<file path="src/rtl/au_seq.sv">
// -----------------------------------------------------------------------------
// au_seq -- sequential arithmetic unit with a start/busy/done handshake.
//
// Add and sub finish in one cycle. Multiply (shift-add) and divide (restoring)
// work on operand magnitudes, one bit per cycle. A final fix-up cycle restores
// the signs in signed mode. Results and flags are registered. They change only
// on the cycle that done pulses and then hold until the next done.
//
// Ports
//   clk    in   rising-edge clock
//   rst    in   synchronous active-high reset; aborts any operation in flight
//   start  in   request, accepted only while busy=0
//   op     in   2'b00 add, 2'b01 sub, 2'b10 mul, 2'b11 div
//   sgn    in   1: two's-complement operands, 0: unsigned operands
//   a, b   in   W-bit operands, latched on accept
//   busy   out  high while a multiply or divide iterates
//   done   out  one-cycle pulse; results are valid from this cycle on
//   s      out  add/sub result
//   hi     out  product upper half / division remainder
//   lo     out  product lower half / division quotient
//   zero   out  result-is-zero flag
//   ovf    out  overflow (signed overflow, or carry/borrow when unsigned)
//   dz     out  divide-by-zero flag
// -----------------------------------------------------------------------------
module au_seq #(
  parameter int W = 32
) (
  input  logic         clk,
  input  logic         rst,
  input  logic         start,
  input  logic [1:0]   op,
  input  logic         sgn,
  input  logic [W-1:0] a,
  input  logic [W-1:0] b,
  output logic         busy,
  output logic         done,
  output logic [W-1:0] s,
  output logic [W-1:0] hi,
  output logic [W-1:0] lo,
  output logic         zero,
  output logic         ovf,
  output logic         dz
);

  localparam int CW = $clog2(W) + 1;
  localparam logic [W-1:0] MOST_NEG = {1'b1, {(W-1){1'b0}}};

  typedef enum logic [1:0] {IDLE, RUN, FIX, FIN} state_t;
  typedef enum logic [1:0] {OP_ADD = 2'b00, OP_SUB = 2'b01,
                            OP_MUL = 2'b10, OP_DIV = 2'b11} op_t;

  state_t         state;
  logic [CW-1:0]  cnt;
  op_t            op_r;
  logic           sgn_r;
  logic [W-1:0]   a_r, b_r;
  logic [W-1:0]   m_r;       // multiplicand or divisor magnitude
  logic           a_neg_r;   // dividend sign; sets the remainder sign
  logic           res_neg_r; // operand signs differ
  // Mul: {partial product, remaining multiplier bits}.
  // Div: {partial remainder, remaining dividend bits / quotient bits}.
  logic [2*W-1:0] acc;

  logic           accept;
  logic           a_neg, b_neg;
  logic [W-1:0]   a_mag, b_mag;
  logic [W:0]     mul_sum;
  logic [W:0]     div_shift, div_diff;
  logic           div_ge;
  logic [2*W-1:0] step_val, fix_val;
  logic [W:0]     as_full;
  logic           as_ovf;
  logic           div_by_zero_r;
  logic           div_ovf_r;

  // In FIN busy is already low, so a start there is accepted. The done for the
  // finishing operation still goes out.
  assign accept = start && (state == IDLE || state == FIN);

  // NOTE: every always_comb output gets a default first. A path that leaves a
  // signal unassigned would infer a latch.
  always_comb begin
    a_neg     = sgn & a[W-1];
    b_neg     = sgn & b[W-1];
    a_mag     = a_neg ? -a : a;
    b_mag     = b_neg ? -b : b;

    mul_sum   = {1'b0, acc[2*W-1:W]} + (acc[0] ? {1'b0, m_r} : {(W+1){1'b0}});
    div_shift = {acc[2*W-1:W], acc[W-1]};
    div_diff  = div_shift - {1'b0, m_r};
    // The partial remainder stays below the divisor, so bit W is set only when
    // the trial subtraction went negative.
    div_ge    = ~div_diff[W];

    step_val  = acc;
    fix_val   = acc;
    if (op_r == OP_MUL) begin
      step_val = {mul_sum, acc[W-1:1]};
      fix_val  = res_neg_r ? -acc : acc;
    end else begin
      step_val = {(div_ge ? div_diff[W-1:0] : div_shift[W-1:0]), acc[W-2:0], div_ge};
      fix_val  = {(a_neg_r   ? -acc[2*W-1:W] : acc[2*W-1:W]),
                  (res_neg_r ? -acc[W-1:0]   : acc[W-1:0])};
    end

    as_full = (op_r == OP_SUB) ? ({1'b0, a_r} - {1'b0, b_r})
                               : ({1'b0, a_r} + {1'b0, b_r});
    if (sgn_r) begin
      if (op_r == OP_SUB)
        as_ovf = (a_r[W-1] != b_r[W-1]) && (as_full[W-1] != a_r[W-1]);
      else
        as_ovf = (a_r[W-1] == b_r[W-1]) && (as_full[W-1] != a_r[W-1]);
    end else begin
      as_ovf = as_full[W];  // carry-out for add, borrow for sub
    end

    div_by_zero_r = (op_r == OP_DIV) && (b_r == '0);
    div_ovf_r     = sgn_r && (a_r == MOST_NEG) && (b_r == '1);
  end

  // NOTE: sequential state uses non-blocking assignments only, so every
  // register samples the values from before the edge.
  always_ff @(posedge clk) begin
    if (rst) begin
      // The datapath registers are cleared together with the visible outputs.
      // A reset in any state then leaves no trace of the aborted operation.
      state     <= IDLE;
      cnt       <= '0;
      op_r      <= OP_ADD;
      sgn_r     <= 1'b0;
      a_r       <= '0;
      b_r       <= '0;
      m_r       <= '0;
      a_neg_r   <= 1'b0;
      res_neg_r <= 1'b0;
      acc       <= '0;
      busy      <= 1'b0;
      done      <= 1'b0;
      s         <= '0;
      hi        <= '0;
      lo        <= '0;
      zero      <= 1'b0;
      ovf       <= 1'b0;
      dz        <= 1'b0;
    end else begin
      done <= 1'b0;

      case (state)
        RUN: begin
          acc <= step_val;
          cnt <= cnt + 1'b1;
          if (cnt == CW'(W - 1)) state <= FIX;
        end

        FIX: begin
          acc   <= fix_val;
          busy  <= 1'b0;
          state <= FIN;
        end

        FIN: begin
          done  <= 1'b1;
          state <= IDLE;
          case (op_r)
            OP_ADD, OP_SUB: begin
              s    <= as_full[W-1:0];
              zero <= (as_full[W-1:0] == '0);
              ovf  <= as_ovf;
              dz   <= 1'b0;
            end
            OP_MUL: begin
              {hi, lo} <= acc;
              zero     <= (acc == '0);
              ovf      <= 1'b0;
              dz       <= 1'b0;
            end
            default: begin
              if (div_by_zero_r) begin
                hi   <= a_r;
                lo   <= '1;
                zero <= 1'b0;
                ovf  <= 1'b0;
                dz   <= 1'b1;
              end else begin
                // The signed most-negative / -1 case already yields quotient
                // MOST_NEG and remainder 0 after the fix-up. Only the flag is
                // added here.
                {hi, lo} <= acc;
                zero     <= (acc[W-1:0] == '0);
                ovf      <= div_ovf_r;
                dz       <= 1'b0;
              end
            end
          endcase
        end

        default: ;  // IDLE: wait for an accepted start
      endcase

      // Accept comes last so that it overrides the FIN -> IDLE step.
      if (accept) begin
        op_r      <= op_t'(op);
        sgn_r     <= sgn;
        a_r       <= a;
        b_r       <= b;
        a_neg_r   <= a_neg;
        res_neg_r <= a_neg ^ b_neg;
        cnt       <= '0;
        if (op == OP_MUL) begin
          m_r   <= a_mag;
          acc   <= {{W{1'b0}}, b_mag};
          busy  <= 1'b1;
          state <= RUN;
        end else if (op == OP_DIV && b != '0) begin
          m_r   <= b_mag;
          acc   <= {{W{1'b0}}, a_mag};
          busy  <= 1'b1;
          state <= RUN;
        end else begin
          state <= FIN;
        end
      end
    end
  end

endmodule

</file>
<file path="config.mk">
export PLATFORM = sky130hd
export DESIGN_NAME = au_seq
export DESIGN_NICKNAME = d
export VERILOG_FILES = /design/src/rtl/au_seq.sv
export SDC_FILE = /design/constraint.sdc
export NUM_CORES = 1
export LEC_CHECK = 0
export BUFFER_PORTS_ARGS = -buffer_cell sky130_fd_sc_hd__buf_2
export CAP_MARGIN = 40
export CORE_ASPECT_RATIO = 2
export CORE_MARGIN = 2
export CORE_UTILIZATION = 45
export DETAILED_ROUTE_END_ITERATION = 8
export SYNTH_ARGS = -nofsm -noshare
export SYNTH_HDL_FRONTEND = slang
export SYNTH_SLANG_ARGS = --single-unit
export TNS_END_PERCENT = 5
</file>
<file path="constraint.sdc">
create_clock -name clk -period 6.75 [get_ports clk]
set_input_delay 1.35 -clock clk [delete_from_list [all_inputs] [get_ports clk]]
set_output_delay 1.35 -clock clk [all_outputs]
set_load 0.05 [all_outputs]
</file>
* Word level (Yosys, flattened, before mapping)
Cells that the tools add are included.
** Word-level totals
- Register bits :: 274
- Output and inout port bits :: 101
- Word-level logic and storage cells :: 110
** Cells by class
- $add $sub $neg :: 10
- Equal/unequal tests :: 15
- Mux-type cells :: 38
- Bitwise operators :: 5
- Reduce and logical (&&, ||, !) cells :: 24
** Operator list (number)
- two-way mux 64 bit :: 6
- two-way mux 32 bit :: 10
- negation 32 bit :: 4
- case mux 32 bit (2 select lines) :: 2
- case mux 64 bit (2 select lines) :: 1
- zero test 32 bit :: 3
- adder 32 x 32 -> 33 bit :: 2
- == test 32 bit, second input constant :: 2
- zero test 64 bit :: 1
- negation 64 bit :: 1
- two-way mux 33 bit :: 1
- subtractor 32 x 32 -> 33 bit :: 1
- subtractor 33 x 32 -> 33 bit :: 1
- nonzero test 32 bit :: 1
- == test 2 bit, second input constant :: 6
- two-way mux 1 bit :: 11
- two-way mux 2 bit :: 4
- AND reduction 2 bit :: 4
- logical AND 1 bit :: 7
- adder 6 x 1 -> 6 bit, second input constant :: 1
- == test 6 x 5 -> 1 bit, second input constant :: 1
- case mux 2 bit (3 select lines) :: 1
- == test 2 x 1 -> 1 bit, second input constant :: 2
- zero test 2 bit :: 2
- other kinds (12) :: 17

* Depth between registers and ports, before layout
Gate-level depths: netlist of run 1.
- Depth in word-level cells :: 7
- Mapped depth :: 22
- Depth with buffers taken out :: 21

* Worst setup path before layout of run 1
Ideal clock, no wire load.
- Path type :: flip-flop to flip-flop
- From :: register b_r[8]
- To :: register zero
- Setup time :: 0.088 ns
- Data arrival time :: 4.363 ns
- Required time :: 6.662 ns
- Slack :: 2.299 ns
- Cell stages (with the launch flop) :: 21
- Buffers on the path :: 0
- Cells stage by stage :: dfxtp_1 -> or4_1 -> nor4_2 -> nand2b_1 -> nor3_1 -> and2_1 -> nor3b_1 -> nor2_1 -> xnor2_1 -> ha_1 -> and3_1 -> nand3_1 -> nor3_1 -> o211a_1 -> a41oi_1 -> nor2_1 -> or3_1 -> or4_1 -> nor4_2 -> a31oi_1 -> nor4_2
** On the way
- Longest elaborated chain between the ends :: 4
** Ends and longest elaborated chain
- from (decl) :: RTL line 56 : logic [W-1:0] a_r, b_r;
- from (signal assigned) :: RTL line 132 : b_r <= '0;
- from (signal assigned) :: RTL line 205 : b_r <= b;
- adder 32 x 32 -> 33 bit (tied with other cells) :: RTL line 107 : : ({1'b0, a_r} + {1'b0, b_r});
- two-way mux 33 bit or logical AND 1 bit (tied branches) :: RTL line 106, 117
- zero test 32 bit or two-way mux 1 bit (tied branches) :: RTL line 167, 178
- case mux 1 bit (2 select lines) (*) :: RTL line 164 : case (op_r)
- to (signal assigned) :: RTL line 167 : zero <= (as_full[W-1:0] == '0);
- to (signal assigned) :: RTL line 173 : zero <= (acc == '0);
- to (signal assigned) :: RTL line 189 : zero <= (acc[W-1:0] == '0);
- to (decl) :: RTL line 40 : output logic zero,
Mark *: on every way between the ends. The rest lies on a longest branch, timed or not.
A chain may end at the register's enable or synchronous reset.

* Final worst setup path of run 1
- From :: register b_r[2]
- To :: register zero
Same word-level chain as after synthesis.

==> results of run 1 <==
-- per-layer routing --
metal	routed length, um	track usage
met3	6290	0.0619
met5	39	0
met4	11400	0.371
met1	31700	0.376
met2	49200	0.690
-- critical path: cells and delay by family (launching register included) --
family                     cells  cell delay (ns)
AOI/OAI and AO/OA              3             0.69
xor gates and xnor gates       1             0.15
and+or+nand+nor               15             4.11
DFF                            1             0.38
adders and majority gates      1             0.37
-- logic make-up (layout without fill, tap and decap cells) --
family | Yosys count | count (layout) | synth area share
AND/OR/NAND/NOR | 1201 | 1201 | 0.260
AO/OA/AOI/OAI | 904 | 904 | 0.269
flip-flops | 274 | 274 | 0.258
buffers and inverters | 271 | 341 | 0.0502
XOR/XNOR | 182 | 182 | 0.0750
adder cells (fa/ha/maj) | 110 | 110 | 0.0658
multiplexers | 47 | 47 | 0.0222
other | 0 | 10 | 0
-- report_power, final --
group	leakage (nW)	switching, mW	internal [mW]
Sequential	2.23	0.426	1.87
Combinational	6.95	4.28	2.11
Clock	0.514	0.764	1.05
Total	9.70	5.47	5.02
-- area by class of cell --
cell class              count  area [sq um]
inverters                  78           293
flip-flops and latches    274          5490
well taps                 627           785
fillers                  4861         23100
clock buffers              36           812
diodes                     10          25.0
repair buffers            211          1210
clock inverters            16           230
multi-input cells        2444         14700
-- through the flow --
| step | cell area, sq um | std cells | util |
|---|---|---|---|
| final | 23600 | 3696 | 0.505 |
| after global routing | 23600 | 3688 | 0.505 |
| after floorplan | 21300 | 2989 | - |
| after detailed placement | 22500 | 3633 | 0.482 |
| after global placement | 22400 | 3628 | 0.480 |
| after CTS | 23500 | 3685 | 0.504 |
-- sequential cells by signal, indices dropped and copies added (netlist names) --
signal and flops:
a_neg_r 1, a_r 32, acc 64, b_r 32, busy 1, cnt 6
done 1, dz 1, hi 32, lo 32, m_r 32, op_r 2
ovf 1, res_neg_r 1, s 32, sgn_r 1, state 2, zero 1
-- how the worst max path moves through the flow --
stage          cells after the start  endpoint
2_1_floorplan                     20      zero
5_1_grt                           19       ovf
3_3_place_gp                      20      zero
4_1_cts                           20      zero
3_5_place_dp                      20      zero
6_report                          20      zero
-- cell usage in the layout (no fill, tap or decap), drive strengths merged, types with 11 or more instances in the layout --
cell and count:
a211oi 61, a21o 55, a21oi 301, a221oi 21, a22o 21, a22oi 24
a31oi 23, and2 14, and3 15, buf 211, clkbuf 36, clkinv 11
dfxtp 274, ha 107, inv 77, mux2i 46, nand2 509, nand2b 19
nand3 58, nand4 26, nor2 277, nor2b 22, nor3 139, nor4 32
o211ai 16, o21a 16, o21ai 203, o21bai 14, o22ai 28, o31a 14
o31ai 29, o41ai 14, or2 11, or3 27, or4 24, xnor2 102
xor2 80
==> flow_summary_export.csv, run 1 <==
group,metric,value,unit
status,run_status,"finished clean",
floorplan,fp.dieW,158,um
worst_setup_path,setup.worst_path.class,"flop to flop",
worst_setup_path,ff2ff_setup_slack,0.95,ns
synth,synth_enable_flop_cells,0,
drt,drt-total-wl,98.7,mm
drt,final_antenna_net_count,0,
floorplan,placementRows,112,
clocking,ctsLongestPathBuffers,3,
floorplan,initial_core_util,0.455,
clocking,post_cts_hold_buffer_count,0,
clocking,number_of_clock_sinks,274,
power,total_power,10.5,mW
grt,grtUsageTotal,0.391,
timing,skew,0.0129,ns
timing,timing.final.ws_setup,0.947,ns
worst_setup_path,crit_slowest_cell,"sky130_fd_sc_hd__or4_1",
timing,headroom_to_the_max_slew_limit,0.333,
floorplan,design.die.area,49100,sq um
worst_setup_path,critical_path.startpoint,"b_r[2]",
synth,synthesis.yosys.warnings,0,
placement,post-dp-hpwl,77.5,mm
timing,max_slew.worst_pin.slew,1.00,ns
drt,drt-wirelength-per-cell,26.7,um
worst_setup_path,reg2reg_depth,20,
worst_setup_path,timing.critical_path.slowest_cell_delay,0.54,ns
clocking,clkTransAtPathRegs,0.07,ns
timing,drv_slew,0,
drt,routed_via_density,6.28,
worst_setup_path,critical_path.cell_chain,"nor3_1 > nand3_1 > or4_1 > nor3_1 > and2_1 > nor3b_1 > nor2_1 > xnor2_1 > ha_1 > and3_1 > nand3_1 > nor3_1 > o211a_1 > a41oi_1 > nor2_1 > or3_1 > or4_1 > nor4_2 > a31oi_1 > nor4_2",
placement,routabilityCongestion,1.05,
worst_setup_path,critPathCaptureType,"flop",
drt,routed-via-count,23193,
synth,syn_avg_cell_area,7.11,sq um
timing,hold_slack,0.451,ns
synth,synthTopCellsByArea,"sky130_fd_sc_hd__dfxtp_1, sky130_fd_sc_hd__nand2_1, sky130_fd_sc_hd__a21oi_1",
synth,synth.ff_latch_count,274,
min_path,hold_path_class,"flop to flop",
clocking,clock_tree.htree_level_count,1,
drt,drc,0,
floorplan,core_area,46700,sq um
timing,timing.final.crit_share,0.860,
min_path,hold_path_cells,2,
clocking,clock-root-buffer,"sky130_fd_sc_hd__clkbuf_16",
power,power.density_cell_area,445,nW/um^2
clocking,cts_resized,0,
grt,antenna_found_initial,11,
grt,wire_length_of_the_first_global_routing_pass,143,mm
grt,grt_max_degree,84,
timing,grt_setup_unrepaired,"no",
power,p_leak,9.70,nW
synth,synth.top_cells.by_count,"sky130_fd_sc_hd__nand2_1, sky130_fd_sc_hd__a21oi_1, sky130_fd_sc_hd__nor2_1, sky130_fd_sc_hd__dfxtp_1, sky130_fd_sc_hd__o21ai_0",
synth,synthDominantAreaCellType,"sky130_fd_sc_hd__dfxtp_1",
timing,clock.fmax,0.172,GHz
min_path,timing.hold.worst.start,"s[17]",
drt,detail_route.iter0.violations,1824,
synth,synth_seq_area_share,0.258,
synth,synth_top_flop_cell,"sky130_fd_sc_hd__dfxtp_1",
grt,grt_pass1_vias,22477,
synth,synthDominantCellAreaShare,0.258,
placement,io_buffers,170,
worst_setup_path,arrival_time_of_data_at_the_critical_path_endpoint,6.31,ns
min_path,hold-path-endpoint,"s[17]",
power,vdd_ir_drop_max,0.548,mV
worst_setup_path,timing.critical_path.fanout_max,6,
cells_and_area,syn2layout_area_growth,10.9,%
worst_setup_path,startpoint_type,"flop",
cells_and_area,num-nets-final,3217,
synth,post_synth_num_cell_types,91,
floorplan,ioPinCount,171,
timing,setup_violations,0,
synth,synthesized_netlist_net_count,3169,
clocking,cts-buffers-inserted,28,
timing,fin_setup_tns,0,ns
clocking,source_to_sink_clock_delay_at_the_later_pin_of_the_worst_skew_pair,0.60,ns
floorplan,chipHeight,311,um
clocking,cts_tree,"built",
synth,synth_cells,2989,
cells_and_area,fraction_of_layout_cells_with_a_size_suffix_above_1,0.103,
clocking,post-cts-setup-buffers,0,
worst_setup_path,reg2reg_from,"b_r[2]",
synth,synth.cell_area,21300,sq um
synth,synthArstFlopShare,0,
synth,synth.most_common_cell,"sky130_fd_sc_hd__nand2_1",
run,max-cap-violations,0,
worst_setup_path,worstPathRequired,7.25,ns
timing,hold_viol,0,
placement,pre_cts_ws,0.922,ns
grt,gr-total-overflow,0,
timing,finalCriticalPeriod,5.80,ns
worst_setup_path,critical-path-top-cell-by-count,"sky130_fd_sc_hd__nor3_1",
drt,drt_pre_antenna_iters,6,
worst_setup_path,regToRegEndpoint,"zero",
Power figures use the tool's default switching activity.
==> run 2: changes to the inputs <==
--- a/config.mk
+++ b/config.mk
@@ -5,6 +5,7 @@
 export SDC_FILE = /design/constraint.sdc
 export NUM_CORES = 1
 export LEC_CHECK = 0
+export ABC_AREA = 1
 export BUFFER_PORTS_ARGS = -buffer_cell sky130_fd_sc_hd__buf_2
 export CAP_MARGIN = 40
 export CORE_ASPECT_RATIO = 2
==> flow_summary_export.csv, run 2 <==
group,metric,value,unit
placement,dpl_cell_area,26000,sq um
clocking,cts_tree,"built",
clocking,clock-root-buffer,"sky130_fd_sc_hd__clkbuf_16",
floorplan,design.die.area,56800,sq um
worst_setup_path,reg2reg_from,"b_r[0]",
power,vdd_ir_drop_max,0.319,mV
worst_setup_path,critical-path-top-cell-by-count,"sky130_fd_sc_hd__nand2_1",
synth,synth_top_flop_cell,"sky130_fd_sc_hd__dfxtp_1",
floorplan,core_area,54400,sq um
power,p_leak,13.1,nW
grt,grt_pass1_vias,30424,
timing,finalCriticalPeriod,5.18,ns
worst_setup_path,crit_slowest_cell,"sky130_fd_sc_hd__nor2_1",
power,p_int,5.24,mW
synth,synth_enable_flop_cells,0,
cells_and_area,nFillCells,6107,
clocking,cts_resized,0,
synth,synth.ff_latch_count,274,
clocking,cts-buffers-inserted,28,
grt,grtUsageTotal,0.510,
worst_setup_path,path_depth,25,
worst_setup_path,cpLargestDelayFamily,"simple AND/OR/NAND/NOR gates",
clocking,clock_tree.htree_level_count,1,
cells_and_area,syn2layout_area_growth,9.70,%
synth,synth.top_cells.by_count,"sky130_fd_sc_hd__nand2_1, sky130_fd_sc_hd__inv_1, sky130_fd_sc_hd__nor2_1, sky130_fd_sc_hd__o21ai_0, sky130_fd_sc_hd__nand3_1",
drt,drt_pre_antenna_iters,7,
synth,synthesized_netlist_net_count,4422,
power,p_sw_frac,0.621,
floorplan,chipHeight,335,um
clocking,number_of_clock_sinks,274,
timing,headroom_to_the_max_slew_limit,0.302,
placement,post-dp-hpwl,112,mm
clocking,ctsLongestPathBuffers,3,
placement,routabilityCongestion,1.11,
status,run_status,"finished clean",
worst_setup_path,regToRegEndpoint,"zero",
clocking,post_cts_hold_buffer_count,0,
timing,grt_setup_unrepaired,"no",
worst_setup_path,setup.worst_path.class,"flop to flop",
timing,skew,0.0609,ns
clocking,clkTransAtPathRegs,0.07,ns
floorplan,fp.dieW,170,um
grt,grt_max_degree,86,
power,power_switching,8.59,mW
worst_setup_path,worstPathRequired,7.34,ns
timing,max_slew.worst_pin.slew,1.04,ns
min_path,hold_path_class,"flop to flop",
power,pwr-share-comb,0.696,
timing,clock.fmax,0.193,GHz
cells_and_area,largest_register_ff_count,64,
drt,routed_via_density,6.18,
grt,gr-total-overflow,0,
synth,synthArstFlopShare,0,
worst_setup_path,critPathCaptureType,"flop",
min_path,hold-path-endpoint,"hi[7]",
clocking,post-cts-setup-buffers,0,
drt,drc,0,
worst_setup_path,critical_path_buf_inv_count,2,
synth,synthDominantCellAreaShare,0.222,
synth,syn_avg_cell_area,5.82,sq um
worst_setup_path,reg2reg_depth,25,
run,max-cap-violations,0,
cells_and_area,num-nets-final,4509,
synth,synthDominantAreaCellType,"sky130_fd_sc_hd__dfxtp_1",
drt,final_antenna_net_count,0,
synth,post_synth_num_cell_types,56,
cells_and_area,fraction_of_layout_cells_with_a_size_suffix_above_1,0.0823,
cells_and_area,final_util,0.498,
timing,drv_slew,0,
grt,antenna_found_initial,19,
synth,synthTopCellsByArea,"sky130_fd_sc_hd__dfxtp_1, sky130_fd_sc_hd__nand2_1, sky130_fd_sc_hd__inv_1",
drt,routed-via-count,31119,
timing,timing.final.crit_share,0.767,
min_path,timing.hold.worst.start,"hi[7]",
synth,synth_cells,4242,
worst_setup_path,ff2ff_setup_slack,1.57,ns
grt,wire_length_of_the_first_global_routing_pass,209,mm
synth,synth.cell_area,24700,sq um
power,clkPwrFrac,0.127,
synth,synth_seq_area_share,0.222,
min_path,hold_path_cells,2,
floorplan,initial_core_util,0.454,
timing,hold_viol,0,
drt,detail_route.iter0.violations,3347,
synth,synth.most_common_cell,"sky130_fd_sc_hd__nand2_1",
placement,io_buffers,170,
power,power.density_cell_area,511,nW/um^2
cells_and_area,regMostFlops,"acc",
timing,hold_slack,0.463,ns
drt,drt-total-wl,145,mm
cells_and_area,layout_common_cells,"sky130_fd_sc_hd__nand2_1, sky130_fd_sc_hd__inv_1, sky130_fd_sc_hd__nor2_1, sky130_fd_sc_hd__o21ai_0, sky130_fd_sc_hd__nand3_1",
worst_setup_path,timing.critical_path.slowest_cell_delay,0.60,ns
worst_setup_path,timing.critical_path.fanout_max,5,
floorplan,ioPinCount,171,
timing,setup_violations,0,
synth,synthesis.yosys.warnings,0,
cells_and_area,leading_cell_type_in_the_layout_fill_and_taps_excluded,"sky130_fd_sc_hd__nand2_1",
cells_and_area,fin_area,27100,sq um
worst_setup_path,startpoint_type,"flop",
worst_setup_path,arrival_time_of_data_at_the_critical_path_endpoint,5.76,ns
floorplan,placementRows,121,
timing,fin_setup_tns,0,ns
power,share_seq_of_total_power,0.178,
clocking,source_to_sink_clock_delay_at_the_later_pin_of_the_worst_skew_pair,0.66,ns
drt,drt-wirelength-per-cell,28.8,um
run 2: changes by cell type after synthesis, sizes merged, moves of 59 or more:
| cell | change |
|---|---|
| nor3 | -83 |
| nand3 | +271 |
| a211oi | -59 |
| nand2 | +609 |
| nor2 | +200 |
| o21ai | +183 |
| inv | +505 |
| xnor2 | -87 |
run 2: layer usage:
layer  GRT usage  up-vias  share of wire
li1            -    14072              -
met1       0.440    14185           0.29
met2       0.836     1880           0.46
met3       0.164      966          0.089
met4       0.638       16           0.16
met5     0.00887        -        0.00072
run 2: cell type report:
| cell class | instances | area, sq um | share of cell area |
|---|---|---|---|
| multi-input combinational | 3218 | 16300 | 0.601 |
| sequential | 274 | 5490 | 0.203 |
| inverter | 587 | 2210 | 0.0816 |
| timing repair buffer | 220 | 1250 | 0.0461 |
| tap | 676 | 846 | 0.0312 |
| clock buffer | 31 | 732 | 0.0270 |
| clock inverter | 20 | 244 | 0.00901 |
| antenna | 11 | 27.5 | 0.00102 |
run 2: kinds of logic after synthesis:
kind of cell | synth area share
simple gates | 0.360
compound gates | 0.199
buf+inv | 0.119
flops | 0.222
xor+xnor | 0.0429
fa+ha+maj | 0.0567
run 2: worst max path at each step:
stage,startpoint,endpoint,slack (ns)
6_report,b_r[0],zero,1.57
5_1_grt,b_r[0],zero,1.58
4_1_cts,b_r[0],zero,2.12
3_5_place_dp,b_r[0],zero,2.10
3_3_place_gp,b_r[0],zero,2.10
2_1_floorplan,b_r[0],zero,3.61
run 2: power by group through the flow:
stage	logic (mW)	registers, mW	clock network, mW
after floorplan	5.56	2.40	0
after global placement	8.84	2.44	0
after detailed placement	8.89	2.43	0
after CTS	8.92	2.40	1.74
after global routing	10.1	2.46	1.81
final	9.62	2.46	1.75
run 2: per-stage QoR:
step                instances  power, mW  setup slack [ns]
floorplan                4242       7.96              3.61
finish                   5037       13.8              1.57
global placement         4964       11.3              2.10
global route             5029       14.4              1.58
detailed placement       4968       11.3              2.10
CTS                      5019       13.1              2.12
run 2: worst register-to-register path, cell delays in order (launching register included):
cell and delay, ns:
sky130_fd_sc_hd__dfxtp_1 0.44, sky130_fd_sc_hd__inv_1 0.15, sky130_fd_sc_hd__ha_1 0.18, sky130_fd_sc_hd__nand2_1 0.06
sky130_fd_sc_hd__nor2_1 0.12, sky130_fd_sc_hd__nand2_1 0.16, sky130_fd_sc_hd__nor2_2 0.20, sky130_fd_sc_hd__nand4_2 0.19
sky130_fd_sc_hd__nor3_1 0.41, sky130_fd_sc_hd__nand3_1 0.30, sky130_fd_sc_hd__nand2_1 0.15, sky130_fd_sc_hd__xor2_1 0.09
sky130_fd_sc_hd__ha_1 0.37, sky130_fd_sc_hd__nand2_1 0.15, sky130_fd_sc_hd__nor2_1 0.17, sky130_fd_sc_hd__inv_1 0.07
sky130_fd_sc_hd__nor2_1 0.60, sky130_fd_sc_hd__and3_1 0.28, sky130_fd_sc_hd__nand2_1 0.15, sky130_fd_sc_hd__nand2_1 0.11
sky130_fd_sc_hd__nand2_1 0.05, sky130_fd_sc_hd__nand2_1 0.27, sky130_fd_sc_hd__nand3_1 0.14, sky130_fd_sc_hd__nor2_1 0.12
sky130_fd_sc_hd__nand4_1 0.11, sky130_fd_sc_hd__a21oi_1 0.12
